File: config.mk
export PLATFORM = sky130hd
export DESIGN_NAME = mdu_hilo
export DESIGN_NICKNAME = d
export VERILOG_FILES = /design/src/rtl/mdu_hilo.sv
export SDC_FILE = /design/constraint.sdc
export NUM_CORES = 1
export LEC_CHECK = 0
export ABC_AREA = 1
export BUFFER_PORTS_ARGS = -buffer_cell sky130_fd_sc_hd__buf_2
export CAP_MARGIN = 5
export CORE_AREA = 2 2 217 219
export CTS_CLUSTER_DIAMETER = 100
export CTS_CLUSTER_SIZE = 16
export DETAILED_ROUTE_END_ITERATION = 8
export DIE_AREA = 0 0 219 221
export PLACE_DENSITY_LB_ADDON = 0.08
export SLEW_MARGIN = 15
export SYNTH_ARGS = -nofsm -noshare
export SYNTH_HDL_FRONTEND = slang
export SYNTH_SLANG_ARGS = --single-unit
File: constraint.sdc
create_clock -name clk -period 22.4 [get_ports clk]
set_clock_uncertainty 0.2 [all_clocks]
set_input_delay 1.12 -clock clk [delete_from_list [all_inputs] [get_ports clk]]
set_output_delay 1.12 -clock clk [all_outputs]
set_load 0.02 [all_outputs]
File: src/rtl/mdu_hilo.sv
// mdu_hilo: iterative multiply/divide unit holding the HI/LO registers.
//
// Takes the forwarded ALU operands on a one-cycle start pulse and runs
// MULT/MULTU (shift-add, LSB first) or DIV/DIVU (restoring, MSB first) for
// CYCLES iterations, then applies the result signs and writes HI/LO.
// MTHI/MTLO write HI/LO directly from opa in a single cycle.
//
// Ports:
//   clk, rst          rising-edge clock, asynchronous active-high reset
//   start, op         one-cycle request and opcode
//                     (000 MULT, 001 MULTU, 010 DIV, 011 DIVU,
//                      100 MTHI, 101 MTLO, 110/111 no-op)
//   opa, opb          operands, two's complement for signed ops
//   flush             squashes an in-flight operation or a same-cycle start
//   busy              high while an operation iterates (pipeline stall)
//   done              one-cycle pulse when HI/LO take a new value
//   div_by_zero       pulses with done for a divide with opb == 0
//   hi, lo            architectural HI/LO registers
module mdu_hilo #(
    parameter int WIDTH  = 32,
    parameter int CYCLES = 32
) (
    input  logic             clk,
    input  logic             rst,
    input  logic             start,
    input  logic [2:0]       op,
    input  logic [WIDTH-1:0] opa,
    input  logic [WIDTH-1:0] opb,
    input  logic             flush,
    output logic             busy,
    output logic             done,
    output logic             div_by_zero,
    output logic [WIDTH-1:0] hi,
    output logic [WIDTH-1:0] lo
);

    localparam int CW = (CYCLES > 1) ? $clog2(CYCLES) : 1;
    localparam logic [CW-1:0]        CNT_LAST = CW'(CYCLES - 1);
    localparam logic [CW-1:0]        CNT_ONE  = CW'(1);
    localparam logic [WIDTH-1:0]     ONE_W    = {{(WIDTH-1){1'b0}}, 1'b1};
    localparam logic [2*WIDTH-1:0]   ONE_2W   = {{(2*WIDTH-1){1'b0}}, 1'b1};

    localparam logic [2:0] OP_MULT  = 3'b000;
    localparam logic [2:0] OP_MULTU = 3'b001;
    localparam logic [2:0] OP_DIV   = 3'b010;
    localparam logic [2:0] OP_DIVU  = 3'b011;
    localparam logic [2:0] OP_MTHI  = 3'b100;
    localparam logic [2:0] OP_MTLO  = 3'b101;

    typedef enum logic [1:0] {
        ST_IDLE = 2'd0,
        ST_CALC = 2'd1,
        ST_SIGN = 2'd2
    } state_t;

    // Magnitude of a value; unsigned operands pass through untouched.
    function automatic logic [WIDTH-1:0] mag(input logic [WIDTH-1:0] v,
                                             input logic is_signed);
        if (is_signed && v[WIDTH-1]) begin
            return ~v + ONE_W;
        end else begin
            return v;
        end
    endfunction

    function automatic logic [WIDTH-1:0] neg_w(input logic [WIDTH-1:0] v);
        return ~v + ONE_W;
    endfunction

    function automatic logic [2*WIDTH-1:0] neg_2w(input logic [2*WIDTH-1:0] v);
        return ~v + ONE_2W;
    endfunction

    state_t             state_r;
    logic [CW-1:0]      cnt_r;
    // Multiply: {partial product, remaining multiplier bits}.
    // Divide:   low half holds dividend bits shifting out / quotient shifting in.
    logic [2*WIDTH-1:0] acc_r;
    logic [WIDTH:0]     rem_r;      // divide partial remainder
    logic [WIDTH-1:0]   mcand_r;    // multiplicand or divisor magnitude
    logic [WIDTH-1:0]   raw_a_r;    // raw dividend, returned in HI on divide by zero
    logic               is_div_r;
    logic               dbz_r;
    logic               neg_lo_r;   // product / quotient sign
    logic               neg_hi_r;   // remainder sign (dividend sign)

    logic [WIDTH:0]     mul_sum_s;
    logic [2*WIDTH-1:0] mul_next_s;
    logic [WIDTH+1:0]   div_shift_s;
    logic [WIDTH+1:0]   div_diff_s;
    logic               q_bit_s;
    logic [WIDTH:0]     div_rem_next_s;
    logic [2*WIDTH-1:0] div_acc_next_s;
    logic [2*WIDTH-1:0] prod_s;
    logic [WIDTH-1:0]   res_hi_s;
    logic [WIDTH-1:0]   res_lo_s;

    logic               op_signed_s;
    logic               sa_s;
    logic               sb_s;

    // Request decode: sign of each operand for the signed opcodes.
    always_comb begin
        op_signed_s = ~op[0];
        sa_s        = op_signed_s & opa[WIDTH-1];
        sb_s        = op_signed_s & opb[WIDTH-1];
    end

    // One iteration of shift-add multiply and restoring divide, plus final sign fix-up.
    always_comb begin
        mul_sum_s  = {1'b0, acc_r[2*WIDTH-1:WIDTH]}
                   + (acc_r[0] ? {1'b0, mcand_r} : {(WIDTH+1){1'b0}});
        mul_next_s = {mul_sum_s, acc_r[WIDTH-1:1]};

        // The extra top bit makes the subtract borrow visible as a sign bit.
        div_shift_s    = {rem_r, acc_r[WIDTH-1]};
        div_diff_s     = div_shift_s - {2'b00, mcand_r};
        q_bit_s        = ~div_diff_s[WIDTH+1];
        div_rem_next_s = q_bit_s ? div_diff_s[WIDTH:0] : div_shift_s[WIDTH:0];
        div_acc_next_s = {acc_r[2*WIDTH-1:WIDTH], acc_r[WIDTH-2:0], q_bit_s};

        prod_s   = neg_lo_r ? neg_2w(acc_r) : acc_r;
        res_hi_s = prod_s[2*WIDTH-1:WIDTH];
        res_lo_s = prod_s[WIDTH-1:0];
        if (is_div_r) begin
            if (dbz_r) begin
                res_hi_s = raw_a_r;
                res_lo_s = {WIDTH{1'b1}};
            end else begin
                res_lo_s = neg_lo_r ? neg_w(acc_r[WIDTH-1:0]) : acc_r[WIDTH-1:0];
                res_hi_s = neg_hi_r ? neg_w(rem_r[WIDTH-1:0]) : rem_r[WIDTH-1:0];
            end
        end else begin
            res_hi_s = prod_s[2*WIDTH-1:WIDTH];
        end
    end

    // Control FSM, iteration datapath and HI/LO registers.
    always_ff @(posedge clk or posedge rst) begin
        if (rst) begin
            state_r     <= ST_IDLE;
            cnt_r       <= {CW{1'b0}};
            acc_r       <= {(2*WIDTH){1'b0}};
            rem_r       <= {(WIDTH+1){1'b0}};
            mcand_r     <= {WIDTH{1'b0}};
            raw_a_r     <= {WIDTH{1'b0}};
            is_div_r    <= 1'b0;
            dbz_r       <= 1'b0;
            neg_lo_r    <= 1'b0;
            neg_hi_r    <= 1'b0;
            busy        <= 1'b0;
            done        <= 1'b0;
            div_by_zero <= 1'b0;
            hi          <= {WIDTH{1'b0}};
            lo          <= {WIDTH{1'b0}};
        end else begin
            done        <= 1'b0;
            div_by_zero <= 1'b0;
            case (state_r)
                ST_IDLE: begin
                    if (start && !flush) begin
                        case (op)
                            OP_MULT, OP_MULTU, OP_DIV, OP_DIVU: begin
                                acc_r    <= {{WIDTH{1'b0}}, mag(opa, op_signed_s)};
                                mcand_r  <= mag(opb, op_signed_s);
                                rem_r    <= {(WIDTH+1){1'b0}};
                                raw_a_r  <= opa;
                                is_div_r <= op[1];
                                dbz_r    <= op[1] & (opb == {WIDTH{1'b0}});
                                neg_lo_r <= sa_s ^ sb_s;
                                neg_hi_r <= sa_s;
                                cnt_r    <= {CW{1'b0}};
                                busy     <= 1'b1;
                                state_r  <= ST_CALC;
                            end
                            OP_MTHI: begin
                                hi   <= opa;
                                done <= 1'b1;
                            end
                            OP_MTLO: begin
                                lo   <= opa;
                                done <= 1'b1;
                            end
                            default: begin
                                // no-op codes leave everything untouched
                            end
                        endcase
                    end
                end
                ST_CALC: begin
                    if (flush) begin
                        busy    <= 1'b0;
                        cnt_r   <= {CW{1'b0}};
                        state_r <= ST_IDLE;
                    end else begin
                        if (is_div_r) begin
                            acc_r <= div_acc_next_s;
                            rem_r <= div_rem_next_s;
                        end else begin
                            acc_r <= mul_next_s;
                        end
                        cnt_r <= cnt_r + CNT_ONE;
                        if (cnt_r == CNT_LAST) begin
                            state_r <= ST_SIGN;
                        end else begin
                            state_r <= ST_CALC;
                        end
                    end
                end
                ST_SIGN: begin
                    if (flush) begin
                        busy    <= 1'b0;
                        cnt_r   <= {CW{1'b0}};
                        state_r <= ST_IDLE;
                    end else begin
                        hi          <= res_hi_s;
                        lo          <= res_lo_s;
                        done        <= 1'b1;
                        div_by_zero <= dbz_r;
                        busy        <= 1'b0;
                        cnt_r       <= {CW{1'b0}};
                        state_r     <= ST_IDLE;
                    end
                end
                default: begin
                    busy    <= 1'b0;
                    state_r <= ST_IDLE;
                end
            endcase
        end
    end

endmodule

==> impl_metrics.xml, run 1 <==
<?xml version="1.0" encoding="UTF-8"?>
<metrics>
  <group name="routing">
    <metric name="drtIter0Drc" unit="">2603</metric>
    <metric name="routed-via-count" unit="">22554</metric>
    <metric name="drt_first_pass_iters" unit="">6</metric>
    <metric name="postRouteAntennaNets" unit="">0</metric>
    <metric name="drt_drc_violations_left" unit="">0</metric>
    <metric name="routed_via_density" unit="">5.64</metric>
    <metric name="wl_per_cell" unit="um">21.5</metric>
    <metric name="routed_wirelength" unit="um">85900</metric>
  </group>
  <group name="yosys">
    <metric name="synth.largest_area_cell" unit="">dfrtp_1</metric>
    <metric name="post_synthesis_instance_area" unit="um2">20500</metric>
    <metric name="yosys_warnings" unit="">0</metric>
    <metric name="yosysMostFrequentCell" unit="">nand2_1</metric>
    <metric name="yosys_most_used_dff" unit="">dfrtp_1</metric>
    <metric name="synth_top_cell_area_share" unit="%">29.2</metric>
    <metric name="syn-mean-instance-area" unit="um2">6.16</metric>
    <metric name="seq_area_frac_synth" unit="%">29.2</metric>
    <metric name="share_of_synthesized_flip_flops_with_an_asynchronous_set_or_reset" unit="%">100</metric>
    <metric name="yosys.cell_types.count" unit="">54</metric>
    <metric name="synth_enable_flop_cells" unit="">0</metric>
    <metric name="synthesis.nets" unit="">3463</metric>
    <metric name="synth_seq_cells" unit="">239</metric>
    <metric name="synthTopCellsByArea" unit="">dfrtp_1 29%, nand2_1 18%, nor2_1 9.2%</metric>
    <metric name="netlist_top_cells_count" unit="">968 x nand2_1, 500 x nor2_1, 376 x inv_1</metric>
    <metric name="gate_count_after_technology_mapping" unit="">3320</metric>
  </group>
  <group name="cts">
    <metric name="cts_buffers" unit="">19</metric>
    <metric name="clock_latency" unit="ps">550</metric>
    <metric name="cts.path.max_buffers" unit="">3</metric>
    <metric name="postCtsSetupRepairBufs" unit="">0</metric>
    <metric name="cts-htree-levels" unit="">1</metric>
    <metric name="cts.hold.buffers_added" unit="">0</metric>
    <metric name="cts-root-buf" unit="">clkbuf_16</metric>
    <metric name="path_clk_slew" unit="ps">90</metric>
    <metric name="ctsResizeCount" unit="">0</metric>
    <metric name="tritoncts_num_sinks" unit="">239</metric>
    <metric name="cts_tree" unit="">done</metric>
  </group>
  <group name="hold_path">
    <metric name="hp-class" unit="">reg -&gt; reg</metric>
  </group>
  <group name="sta">
    <metric name="final.min_clock_period" unit="ps">3550</metric>
    <metric name="final_critical_path_setup_slack" unit="ps">18850</metric>
    <metric name="fin_tns_setup" unit="ps">0</metric>
    <metric name="final-max-slew-violation-count" unit="">0</metric>
    <metric name="slew-limit-headroom" unit="%">29.1</metric>
    <metric name="report.final.hold_viol_count" unit="">0</metric>
    <metric name="setup_repair_after_global_routing_missed_its_margin" unit="">false</metric>
    <metric name="timing_worst_slew_pin_value" unit="ps">1060</metric>
    <metric name="setup_viol" unit="">0</metric>
    <metric name="achievable-frequency" unit="MHz">281</metric>
    <metric name="min_period_over_period" unit="%">15.9</metric>
  </group>
  <group name="worst_setup_path">
    <metric name="worst-setup-path-type" unit="">reg -&gt; reg</metric>
    <metric name="startpoint_type" unit="">flip-flop</metric>
    <metric name="worstSetupEndpointType" unit="">flip-flop</metric>
    <metric name="crit_arrival" unit="ps">3800</metric>
    <metric name="cp_data_required_time" unit="ps">22640</metric>
    <metric name="crit_path_max_fanout" unit="">34</metric>
  </group>
  <group name="placed_design">
    <metric name="pre_cts_ws" unit="ps">18910</metric>
    <metric name="place.port_buffers" unit="">137</metric>
    <metric name="place.gp.congestion" unit="">0.992</metric>
    <metric name="dp_hpwl" unit="um">67400</metric>
  </group>
  <group name="finish">
    <metric name="final.fill_count" unit="">5116</metric>
    <metric name="area_growth_syn_to_layout" unit="%">7.69</metric>
    <metric name="num-nets-final" unit="">3528</metric>
    <metric name="post_route_cells_drive_above_1_share" unit="%">7.73</metric>
  </group>
  <group name="floorplan">
    <metric name="area_of_the_die" unit="um2">48400</metric>
    <metric name="die_width" unit="um">219</metric>
    <metric name="starting_density_of_the_core" unit="%">44.4</metric>
    <metric name="io_pins" unit="">138</metric>
    <metric name="fp.dieH" unit="um">221</metric>
    <metric name="floorplan.core_area" unit="um2">46100</metric>
    <metric name="num_rows" unit="">79</metric>
  </group>
  <group name="job">
    <metric name="maxCapViolCount" unit="">0</metric>
  </group>
  <group name="global_routing">
    <metric name="pin_count_of_the_biggest_net_entering_global_routing" unit="">99</metric>
    <metric name="globalRoute.totalOverflow" unit="">0</metric>
    <metric name="grt_pass1_vias" unit="">21278</metric>
    <metric name="antenna_violations_before_repair" unit="">3</metric>
    <metric name="grt_first_pass_wirelength" unit="um">129000</metric>
    <metric name="grt_usage" unit="%">35.1</metric>
  </group>
  <group name="run_status">
    <metric name="run_status" unit="">completed</metric>
  </group>
  <group name="power_and_ir_drop">
    <metric name="leakage" unit="nW">11.4</metric>
    <metric name="cellPowerDensity" unit="nW/um2">99.3</metric>
    <metric name="power.ir.vdd_worst" unit="uV">72.2</metric>
  </group>
</metrics>
-- through the flow --
stage | cell area (um2) | util (%) | power [mW] | hold WS [ps] | instances
6_report | 22000 | 47.8 | 2.19 | 284 | 3998
2_1_floorplan | 20500 | - | 1.42 | 244 | 3320
5_1_grt | 22000 | 47.8 | 2.34 | 308 | 3998
3_3_place_gp | 21500 | 46.7 | 1.82 | 260 | 3971
4_1_cts | 22000 | 47.8 | 2.16 | 288 | 3996
3_5_place_dp | 21500 | 46.7 | 1.83 | 273 | 3971
-- state kept, by name, indices dropped and copies added, names as in the netlist --
signal       flops
neg_hi_r         1
cnt_r            5
state_r          2
raw_a_r         32
lo              32
dbz_r            1
is_div_r         1
done             1
div_by_zero      1
busy             1
acc_r           64
rem_r           33
mcand_r         32
hi              32
neg_lo_r         1
-- worst paths after layout --
kind | start | end | slack [ps] | depth (start not counted)
min in group asynchronous | rst | acc_r[48] | 460 | 2
max reg2reg | acc_r[0] | acc_r[61] | 18850 | 19
min | lo[17] | lo[17] | 280 | 2
max in group asynchronous | rst | hi[27] | 19920 | 3
min reg2reg | lo[17] | lo[17] | 280 | 2
max | acc_r[0] | acc_r[61] | 18850 | 19
-- routing by layer --
layer	global-route usage (%)	share of wire, %	vias to the layer above
met2	54.8	45	943
met3	5.04	7.4	167
li1	-	-	10863
met4	14.0	4.6	2
met1	48.6	43	10579
met5	0	0.019	-
-- critical path, stage by stage, from the launching register on --
cell and delay, ps:
dfrtp_1 960, nand2_1 110, inv_1 80, ha_1 150
inv_1 60, fa_1 360, inv_1 80, nand2_1 60
o21ai_1 430, nand2_1 100, nand2_1 140, nand2_1 60
nand2_1 120, nand2_1 70, nand2_1 120, nand3_1 100
nand2_1 80, nand2_1 40, nand3_1 70, nand2_1 60
-- placed cells by master, fill, tap and decap left out, types with 9 or more instances in the layout --
cell type / n
a21o_1: 12
a21oi_1: 204
a221oi_1: 27
a22oi_1: 23
buf_2: 137
buf_4: 17
clkbuf_16: 19
dfrtp_1: 238
ha_1: 70
inv_1: 374
inv_2: 16
nand2_1: 968
nand2_2: 11
nand3_1: 262
nand3b_1: 23
nand4_1: 26
nor2_1: 497
nor2_2: 21
nor3_1: 28
o211ai_1: 9
o21ai_0: 189
o21ai_1: 56
o21bai_1: 10
o22ai_1: 11
o31ai_1: 9
xnor2_1: 16
xor2_1: 38
-- cells by family after synthesis --
kind of cell | Yosys count | share of synthesized area (%)
AOI/OAI and AO/OA | 578 | 15.9
buffers and inverters | 505 | 9.91
DFF | 239 | 29.2
xor gates and xnor gates | 54 | 2.31
adders and majority gates | 72 | 4.48
and+or+nand+nor | 1872 | 38.2
-- where the power goes --
part	switching, mW	internal, mW	leakage [nW]
sequential	0.172	0.557	2.94
clock	0.177	0.159	0.257
combinational	0.781	0.341	8.22
total	1.13	1.06	11.4
-- cell type report --
| class | instances | area [um2] | area share [%] |
|---|---|---|---|
| multi-input cells | 2576 | 12500 | 56.5 |
| flip-flops and latches | 239 | 5980 | 27.1 |
| inverters | 395 | 1490 | 6.77 |
| repair buffers | 154 | 813 | 3.69 |
| well taps | 607 | 759 | 3.45 |
| clock buffers | 22 | 497 | 2.25 |
| clock inverters | 3 | 26.3 | 0.119 |
| diodes | 2 | 5.00 | 0.0227 |
Power figures use the tool's default switching activity.
==> run 2: changes to the inputs <==
- ABC_AREA: 1 -> 0
- CORE_AREA: 2 2 217 219 -> 2 2 202 204
- DIE_AREA: 0 0 219 221 -> 0 0 204 206
- clock period: 22.4 -> 3.05 ns (I/O delays scaled with it)
==> impl_metrics.xml, run 2 <==
<?xml version="1.0" encoding="UTF-8"?>
<metrics>
  <group name="power_and_ir_drop">
    <metric name="clockPowerShare" unit="%">11.5</metric>
    <metric name="internal_power" unit="mW">11.4</metric>
    <metric name="power_switching" unit="mW">8.94</metric>
    <metric name="leakage" unit="nW">10.8</metric>
    <metric name="switching_share" unit="%">44.0</metric>
    <metric name="power.ir.vdd_worst" unit="uV">555</metric>
    <metric name="cellPowerDensity" unit="nW/um2">851</metric>
    <metric name="power" unit="mW">20.3</metric>
    <metric name="power.share.sequential" unit="%">23.5</metric>
    <metric name="combPwrFrac" unit="%">65.0</metric>
  </group>
  <group name="finish">
    <metric name="area_growth_syn_to_layout" unit="%">35.1</metric>
    <metric name="layout_commonest_cell" unit="">nand2_1</metric>
    <metric name="final.fill_count" unit="">3673</metric>
    <metric name="post_route_cells_drive_above_1_share" unit="%">26.8</metric>
    <metric name="num-nets-final" unit="">2805</metric>
    <metric name="mostFrequentLayoutCells" unit="">394 x nand2_1, 318 x buf_4, 232 x dfrtp_1, 221 x o21ai_0, 137 x buf_2</metric>
    <metric name="top_flop_regs" unit="">acc_r x64, rem_r x33</metric>
    <metric name="seqCellArea" unit="um2">5990</metric>
    <metric name="antenna_diode_count" unit="">0</metric>
    <metric name="max_flop_register" unit="">acc_r</metric>
    <metric name="largest_register_ff_count" unit="">64</metric>
    <metric name="post_layout_inst_area" unit="um2">23900</metric>
    <metric name="instances_no_fill" unit="">3196</metric>
    <metric name="multi_input_comb_area" unit="um2">12000</metric>
  </group>
  <group name="job">
    <metric name="maxCapViolCount" unit="">0</metric>
  </group>
  <group name="yosys">
    <metric name="synth_seq_cells" unit="">239</metric>
    <metric name="synth_top_cell_area_share" unit="%">33.8</metric>
    <metric name="yosys.cell_types.count" unit="">87</metric>
    <metric name="post_synthesis_instance_area" unit="um2">17700</metric>
    <metric name="yosys_warnings" unit="">0</metric>
    <metric name="synthTopCellsByArea" unit="">dfrtp_1 34%, nand2_1 8.6%, o21ai_0 7.6%</metric>
    <metric name="seq_area_frac_synth" unit="%">33.8</metric>
    <metric name="yosysMostFrequentCell" unit="">nand2_1</metric>
    <metric name="netlist_top_cells_count" unit="">403 x nand2_1, 267 x o21ai_0, 239 x dfrtp_1</metric>
    <metric name="gate_count_after_technology_mapping" unit="">2203</metric>
    <metric name="synth.largest_area_cell" unit="">dfrtp_1</metric>
    <metric name="share_of_synthesized_flip_flops_with_an_asynchronous_set_or_reset" unit="%">100</metric>
    <metric name="syn-mean-instance-area" unit="um2">8.02</metric>
    <metric name="synthesis.nets" unit="">2346</metric>
    <metric name="synth_enable_flop_cells" unit="">0</metric>
    <metric name="yosys_most_used_dff" unit="">dfrtp_1</metric>
  </group>
  <group name="cts">
    <metric name="cts-htree-levels" unit="">1</metric>
    <metric name="cts_tree" unit="">done</metric>
    <metric name="clock_latency" unit="ps">540</metric>
    <metric name="cts_buffers" unit="">18</metric>
    <metric name="cts-root-buf" unit="">clkbuf_16</metric>
    <metric name="cts.path.max_buffers" unit="">3</metric>
    <metric name="path_clk_slew" unit="ps">80</metric>
    <metric name="tritoncts_num_sinks" unit="">239</metric>
  </group>
  <group name="routing">
    <metric name="postRouteAntennaNets" unit="">0</metric>
    <metric name="drtIter0Drc" unit="">1308</metric>
    <metric name="drt_drc_violations_left" unit="">0</metric>
    <metric name="drt_first_pass_iters" unit="">5</metric>
    <metric name="routed_wirelength" unit="um">61600</metric>
    <metric name="routed-via-count" unit="">17828</metric>
    <metric name="wl_per_cell" unit="um">19.3</metric>
    <metric name="routed_via_density" unit="">5.58</metric>
  </group>
  <group name="global_routing">
    <metric name="globalRoute.totalOverflow" unit="">0</metric>
    <metric name="grt_pass1_vias" unit="">17330</metric>
    <metric name="grtUsageMet2" unit="%">49.2</metric>
    <metric name="antenna_violations_before_repair" unit="">0</metric>
    <metric name="global_route.peak_usage_layer" unit="">met2</metric>
    <metric name="use_met1" unit="%">38.2</metric>
    <metric name="grt_usage" unit="%">28.9</metric>
    <metric name="grt_first_pass_wirelength" unit="um">95900</metric>
    <metric name="global_route.usage.met3" unit="%">2.87</metric>
    <metric name="pin_count_of_the_biggest_net_entering_global_routing" unit="">66</metric>
  </group>
  <group name="floorplan">
    <metric name="io_pins" unit="">138</metric>
    <metric name="area_of_the_die" unit="um2">42000</metric>
    <metric name="floorplan.core_area" unit="um2">40200</metric>
    <metric name="fp.dieH" unit="um">206</metric>
    <metric name="starting_density_of_the_core" unit="%">44.0</metric>
    <metric name="die_width" unit="um">204</metric>
    <metric name="num_rows" unit="">74</metric>
  </group>
  <group name="worst_setup_path">
    <metric name="cp_data_required_time" unit="ps">3260</metric>
    <metric name="cp_cell_sequence" unit="">inv_1 &gt; ha_1 &gt; and4_1 &gt; and3_4 &gt; a22oi_2 &gt; nand2_2 &gt; a31oi_4 &gt; o31ai_4 &gt; xor2_4 &gt; buf_4 &gt; clkbuf_16 &gt; nand2_1 &gt; a32o_1</metric>
    <metric name="worst_setup_path_startpoint" unit="">mcand_r[10]</metric>
    <metric name="worstSetupEndpointType" unit="">flip-flop</metric>
    <metric name="critical_path.reg2reg.startpoint" unit="">mcand_r[10]</metric>
    <metric name="cpMaxStageDelayCell" unit="">ha_1</metric>
    <metric name="crit_arrival" unit="ps">3400</metric>
    <metric name="crit_path_max_fanout" unit="">6</metric>
    <metric name="startpoint_type" unit="">flip-flop</metric>
    <metric name="cpPeakStageDelay" unit="ps">370</metric>
    <metric name="worst-setup-path-type" unit="">reg -&gt; reg</metric>
  </group>
  <group name="placed_design">
    <metric name="place.gp.congestion" unit="">0.946</metric>
    <metric name="pre_cts_ws" unit="ps">-262</metric>
    <metric name="numPlacedInstances" unit="">3036</metric>
    <metric name="place.port_buffers" unit="">137</metric>
    <metric name="dp_hpwl" unit="um">46100</metric>
    <metric name="postPlaceCellArea" unit="um2">21000</metric>
  </group>
  <group name="sta">
    <metric name="slew-limit-headroom" unit="%">34.4</metric>
    <metric name="timing_worst_slew_pin_value" unit="ps">981</metric>
    <metric name="fin_tns_setup" unit="ps">-2430</metric>
    <metric name="min_period_over_period" unit="%">105</metric>
    <metric name="setup_repair_after_global_routing_missed_its_margin" unit="">true</metric>
    <metric name="final_critical_path_setup_slack" unit="ps">-141</metric>
    <metric name="final.min_clock_period" unit="ps">3190</metric>
    <metric name="setup_viol" unit="">34</metric>
    <metric name="report.final.hold_viol_count" unit="">0</metric>
    <metric name="achievable-frequency" unit="MHz">313</metric>
    <metric name="final-max-slew-violation-count" unit="">0</metric>
  </group>
  <group name="hold_path">
    <metric name="hold_start" unit="">opb[8]</metric>
    <metric name="hp-class" unit="">in -&gt; reg</metric>
  </group>
  <group name="run_status">
    <metric name="violations" unit="">setup timing</metric>
    <metric name="run_status" unit="">complete, but fails checks</metric>
  </group>
</metrics>
-- run 2: power groups by stage --
stage	combinational [mW]	clock, mW	sequential [mW]
2_1_floorplan	6.57	0	4.89
3_3_place_gp	11.0	0	4.76
3_5_place_dp	11.1	0	4.79
4_1_cts	12.0	2.42	4.75
5_1_grt	14.4	2.50	4.89
6_report	13.2	2.33	4.79
-- run 2: repair_timing --
action	4_1_cts	5_1_grt
resized for setup	93	167
hold endpoints to repair	367	0
pin swaps	54	86
setup endpoints to repair	69	86
buffers inserted	22	30
cloned	1	2
hold buffers	89	0
-- run 2: worst paths after layout --
check                      cells after the start  slack (ps)     endpoint
setup / recovery                              13        -140     rem_r[2]
hold / removal                                 5          60  mcand_r[11]
setup reg to reg                              13        -140     rem_r[2]
hold reg to reg                                2         280       lo[16]
max in group asynchronous                      5        1660  raw_a_r[28]
min in group asynchronous                      3          80   state_r[0]
-- run 2: through the flow --
step | utilization (%) | hold slack, ps
2_1_floorplan | - | 48.3
3_3_place_gp | 52.3 | 42.1
3_5_place_dp | 52.3 | 54.0
4_1_cts | 57.2 | 23.6
5_1_grt | 59.5 | 101
6_report | 59.5 | 63.8
-- run 2: final cells by class --
type                            instances  area share (%)
Multi-Input combinational cell       1759            50.4
Sequential cell                       239            25.1
Timing Repair Buffer                  574            18.5
Tap cell                              532            2.79
Clock buffer                           22            2.04
Inverter                               70            1.14
-- run 2: logic make-up (layout without fill, tap and decap cells) --
group,Yosys count,in the layout,share of synthesized area (%)
xor gates and xnor gates,196,196,9.71
buffers and inverters,205,666,4.48
AOI/OAI and AO/OA,649,649,22.4
DFF,239,239,33.8
adders and majority gates,72,72,5.18
muxes,71,71,4.04
and+or+nand+nor,771,771,20.3
-- run 2: worst max-delay path: cells and delay by family (launching register included) --
| kind | cells | cell delay (ps) |
|---|---|---|
| flip-flops | 1 | 350 |
| AO/OA/AOI/OAI | 4 | 760 |
| adder cells (fa/ha/maj) | 1 | 370 |
| XOR/XNOR | 1 | 260 |
| AND/OR/NAND/NOR | 4 | 710 |
| buffers and inverters | 3 | 410 |
-- run 2: per-layer routing --
metal	routed length, um	part of all wire [%]	up-vias
met4	2000	3.3	0
met3	2700	4.4	95
li1	-	-	8720
met5	0	0	-
met2	29300	48	426
met1	27600	45	8587
==> run 3: changes to the inputs <==
- SETUP_SLACK_MARGIN: unset -> 0.02
==> impl_metrics.xml, run 3 (same netlist as run 2, synthesis figures left out) <==
<?xml version="1.0" encoding="UTF-8"?>
<metrics>
  <group name="power_and_ir_drop">
    <metric name="power.ir.vdd_worst" unit="uV">482</metric>
    <metric name="switching_share" unit="%">44.1</metric>
    <metric name="clockPowerShare" unit="%">12.0</metric>
    <metric name="power.share.sequential" unit="%">24.1</metric>
    <metric name="combPwrFrac" unit="%">63.9</metric>
    <metric name="cellPowerDensity" unit="nW/um2">842</metric>
    <metric name="power_switching" unit="mW">8.66</metric>
    <metric name="leakage" unit="nW">10.6</metric>
    <metric name="internal_power" unit="mW">11.0</metric>
  </group>
  <group name="worst_setup_path">
    <metric name="crit_arrival" unit="ps">3350</metric>
    <metric name="crit_path_max_fanout" unit="">6</metric>
    <metric name="startpoint_type" unit="">flip-flop</metric>
    <metric name="dominant_cell_type_by_count_on_the_critical_path" unit="">buf_4</metric>
    <metric name="cpMaxStageDelayCell" unit="">dfrtp_1</metric>
    <metric name="critical_path.reg2reg.startpoint" unit="">rem_r[7]</metric>
    <metric name="worstSetupEndpointType" unit="">flip-flop</metric>
    <metric name="cp_cell_sequence" unit="">ha_4 &gt; nand4_1 &gt; a2111oi_4 &gt; buf_4 &gt; o21ai_4 &gt; nand2_2 &gt; a31oi_4 &gt; o31ai_4 &gt; xor2_4 &gt; buf_4 &gt; buf_12 &gt; mux2i_1 &gt; o21ai_0</metric>
    <metric name="cpPeakStageDelay" unit="ps">410</metric>
    <metric name="cp_data_required_time" unit="ps">3240</metric>
    <metric name="worst_setup_path_startpoint" unit="">rem_r[7]</metric>
    <metric name="worst-setup-path-type" unit="">reg -&gt; reg</metric>
  </group>
  <group name="sta">
    <metric name="achievable-frequency" unit="MHz">316</metric>
    <metric name="final.min_clock_period" unit="ps">3160</metric>
    <metric name="min_period_over_period" unit="%">104</metric>
    <metric name="setup_repair_after_global_routing_missed_its_margin" unit="">true</metric>
    <metric name="final_critical_path_setup_slack" unit="ps">-113</metric>
    <metric name="setup_viol" unit="">30</metric>
    <metric name="report.final.hold_viol_count" unit="">0</metric>
    <metric name="slew-limit-headroom" unit="%">31.8</metric>
    <metric name="fin_tns_setup" unit="ps">-1500</metric>
    <metric name="final-max-slew-violation-count" unit="">0</metric>
    <metric name="timing_worst_slew_pin_value" unit="ps">1020</metric>
  </group>
  <group name="cts">
    <metric name="cts-root-buf" unit="">clkbuf_16</metric>
    <metric name="path_clk_slew" unit="ps">80</metric>
    <metric name="tritoncts_num_sinks" unit="">239</metric>
    <metric name="cts_tree" unit="">done</metric>
    <metric name="cts.path.max_buffers" unit="">3</metric>
    <metric name="clock_latency" unit="ps">540</metric>
    <metric name="cts_buffers" unit="">18</metric>
    <metric name="cts-htree-levels" unit="">1</metric>
  </group>
  <group name="global_routing">
    <metric name="pin_count_of_the_biggest_net_entering_global_routing" unit="">78</metric>
    <metric name="antenna_violations_before_repair" unit="">1</metric>
    <metric name="grt_pass1_vias" unit="">17618</metric>
    <metric name="globalRoute.totalOverflow" unit="">0</metric>
    <metric name="grt_first_pass_wirelength" unit="um">97700</metric>
    <metric name="grt_usage" unit="%">29.6</metric>
  </group>
  <group name="floorplan">
    <metric name="floorplan.core_area" unit="um2">40200</metric>
    <metric name="fp.dieH" unit="um">206</metric>
    <metric name="die_width" unit="um">204</metric>
    <metric name="io_pins" unit="">138</metric>
    <metric name="num_rows" unit="">74</metric>
    <metric name="area_of_the_die" unit="um2">42000</metric>
    <metric name="starting_density_of_the_core" unit="%">44.0</metric>
  </group>
  <group name="hold_path">
    <metric name="hp-class" unit="">in -&gt; async</metric>
  </group>
  <group name="finish">
    <metric name="seqCellArea" unit="um2">5990</metric>
    <metric name="top_flop_regs" unit="">acc_r x64, rem_r x33</metric>
    <metric name="post_route_cells_drive_above_1_share" unit="%">24.6</metric>
    <metric name="area_growth_syn_to_layout" unit="%">32.0</metric>
    <metric name="instances_no_fill" unit="">3166</metric>
    <metric name="post_layout_inst_area" unit="um2">23300</metric>
    <metric name="multi_input_comb_area" unit="um2">11800</metric>
    <metric name="antenna_diode_count" unit="">0</metric>
    <metric name="max_flop_register" unit="">acc_r</metric>
    <metric name="final.fill_count" unit="">3679</metric>
    <metric name="mostFrequentLayoutCells" unit="">396 x nand2_1, 300 x buf_4, 234 x dfrtp_1, 230 x o21ai_0, 137 x buf_2</metric>
    <metric name="layout_commonest_cell" unit="">nand2_1</metric>
    <metric name="num-nets-final" unit="">2774</metric>
    <metric name="largest_register_ff_count" unit="">64</metric>
    <metric name="core_util_final" unit="%">58.1</metric>
  </group>
  <group name="placed_design">
    <metric name="place.port_buffers" unit="">137</metric>
    <metric name="numPlacedInstances" unit="">3023</metric>
    <metric name="postPlaceCellArea" unit="um2">20900</metric>
    <metric name="place.gp.congestion" unit="">0.914</metric>
    <metric name="pre_cts_ws" unit="ps">-394</metric>
    <metric name="dp_hpwl" unit="um">46500</metric>
  </group>
  <group name="routing">
    <metric name="postRouteAntennaNets" unit="">0</metric>
    <metric name="routed_via_density" unit="">5.62</metric>
    <metric name="routed-via-count" unit="">17785</metric>
    <metric name="wl_per_cell" unit="um">19.6</metric>
    <metric name="drtIter0Drc" unit="">1038</metric>
    <metric name="drt_drc_violations_left" unit="">0</metric>
    <metric name="drt_first_pass_iters" unit="">5</metric>
    <metric name="routed_wirelength" unit="um">61900</metric>
  </group>
  <group name="run_status">
    <metric name="run_status" unit="">complete, but fails checks</metric>
    <metric name="violations" unit="">setup timing</metric>
  </group>
  <group name="job">
    <metric name="maxCapViolCount" unit="">0</metric>
  </group>
</metrics>
## run 3: worst paths after layout
kind                               end  slack [ps]  cells after the start
hold / removal                    done          10                      3
max in group asynchronous  raw_a_r[20]        1850                      4
hold reg to reg                 lo[17]         280                      2
min in group clk           raw_a_r[29]         250                      4
setup / recovery             rem_r[22]        -110                     13
setup reg to reg             rem_r[22]        -110                     13
## run 3: cell type report
class                      count  area share [%]
multi-input combinational   1759            50.7
sequential                   239            25.7
tap                          532            2.85
inverter                      70            1.16
clock buffer                  23            2.10
timing repair buffer         543            17.5
## run 3: what timing repair did
| item | in CTS | in global routing |
|---|---|---|
| endpoints found under the setup margin | 78 | 85 |
| endpoints found under the hold margin | 398 | 0 |
| buffers inserted | 17 | 18 |
| hold buffers | 88 | 0 |
| gates cloned | 3 | 0 |
| pin swaps | 34 | 45 |
| resized for setup | 90 | 101 |
## run 3: critical path: cells and delay by family (launching register included)
kind / cells / cell delay [ps]
multiplexers: 1 / 180
AND/OR/NAND/NOR: 2 / 290
AO/OA/AOI/OAI: 5 / 930
XOR/XNOR: 1 / 250
adder cells (fa/ha/maj): 1 / 290
buffers and inverters: 3 / 480
flip-flops: 1 / 410
## run 3: metrics by stage
stage	power [mW]	hold WS, ps
6_report	19.6	13.7
5_1_grt	21.1	30.0
3_3_place_gp	15.5	-1.07
4_1_cts	19.5	3.85
2_1_floorplan	11.5	48.3
3_5_place_dp	15.7	12.2
## run 3: layer usage
layer / up-vias / track usage (%) / share of wire [%]
li1: 8667 / - / -
met1: 8485 / 38.3 / 44
met2: 508 / 50.9 / 48
met3: 123 / 2.55 / 4.6
met4: 2 / 12.4 / 4.2
met5: - / 0 / 0.021
## run 3: power groups by stage
stage | sequential (mW) | combinational (mW) | clock, mW
floorplan | 4.89 | 6.59 | 0
detailed placement | 4.72 | 11.0 | 0
global route | 4.83 | 13.7 | 2.52
CTS | 4.70 | 12.3 | 2.41
finish | 4.73 | 12.6 | 2.35
global placement | 4.70 | 10.8 | 0
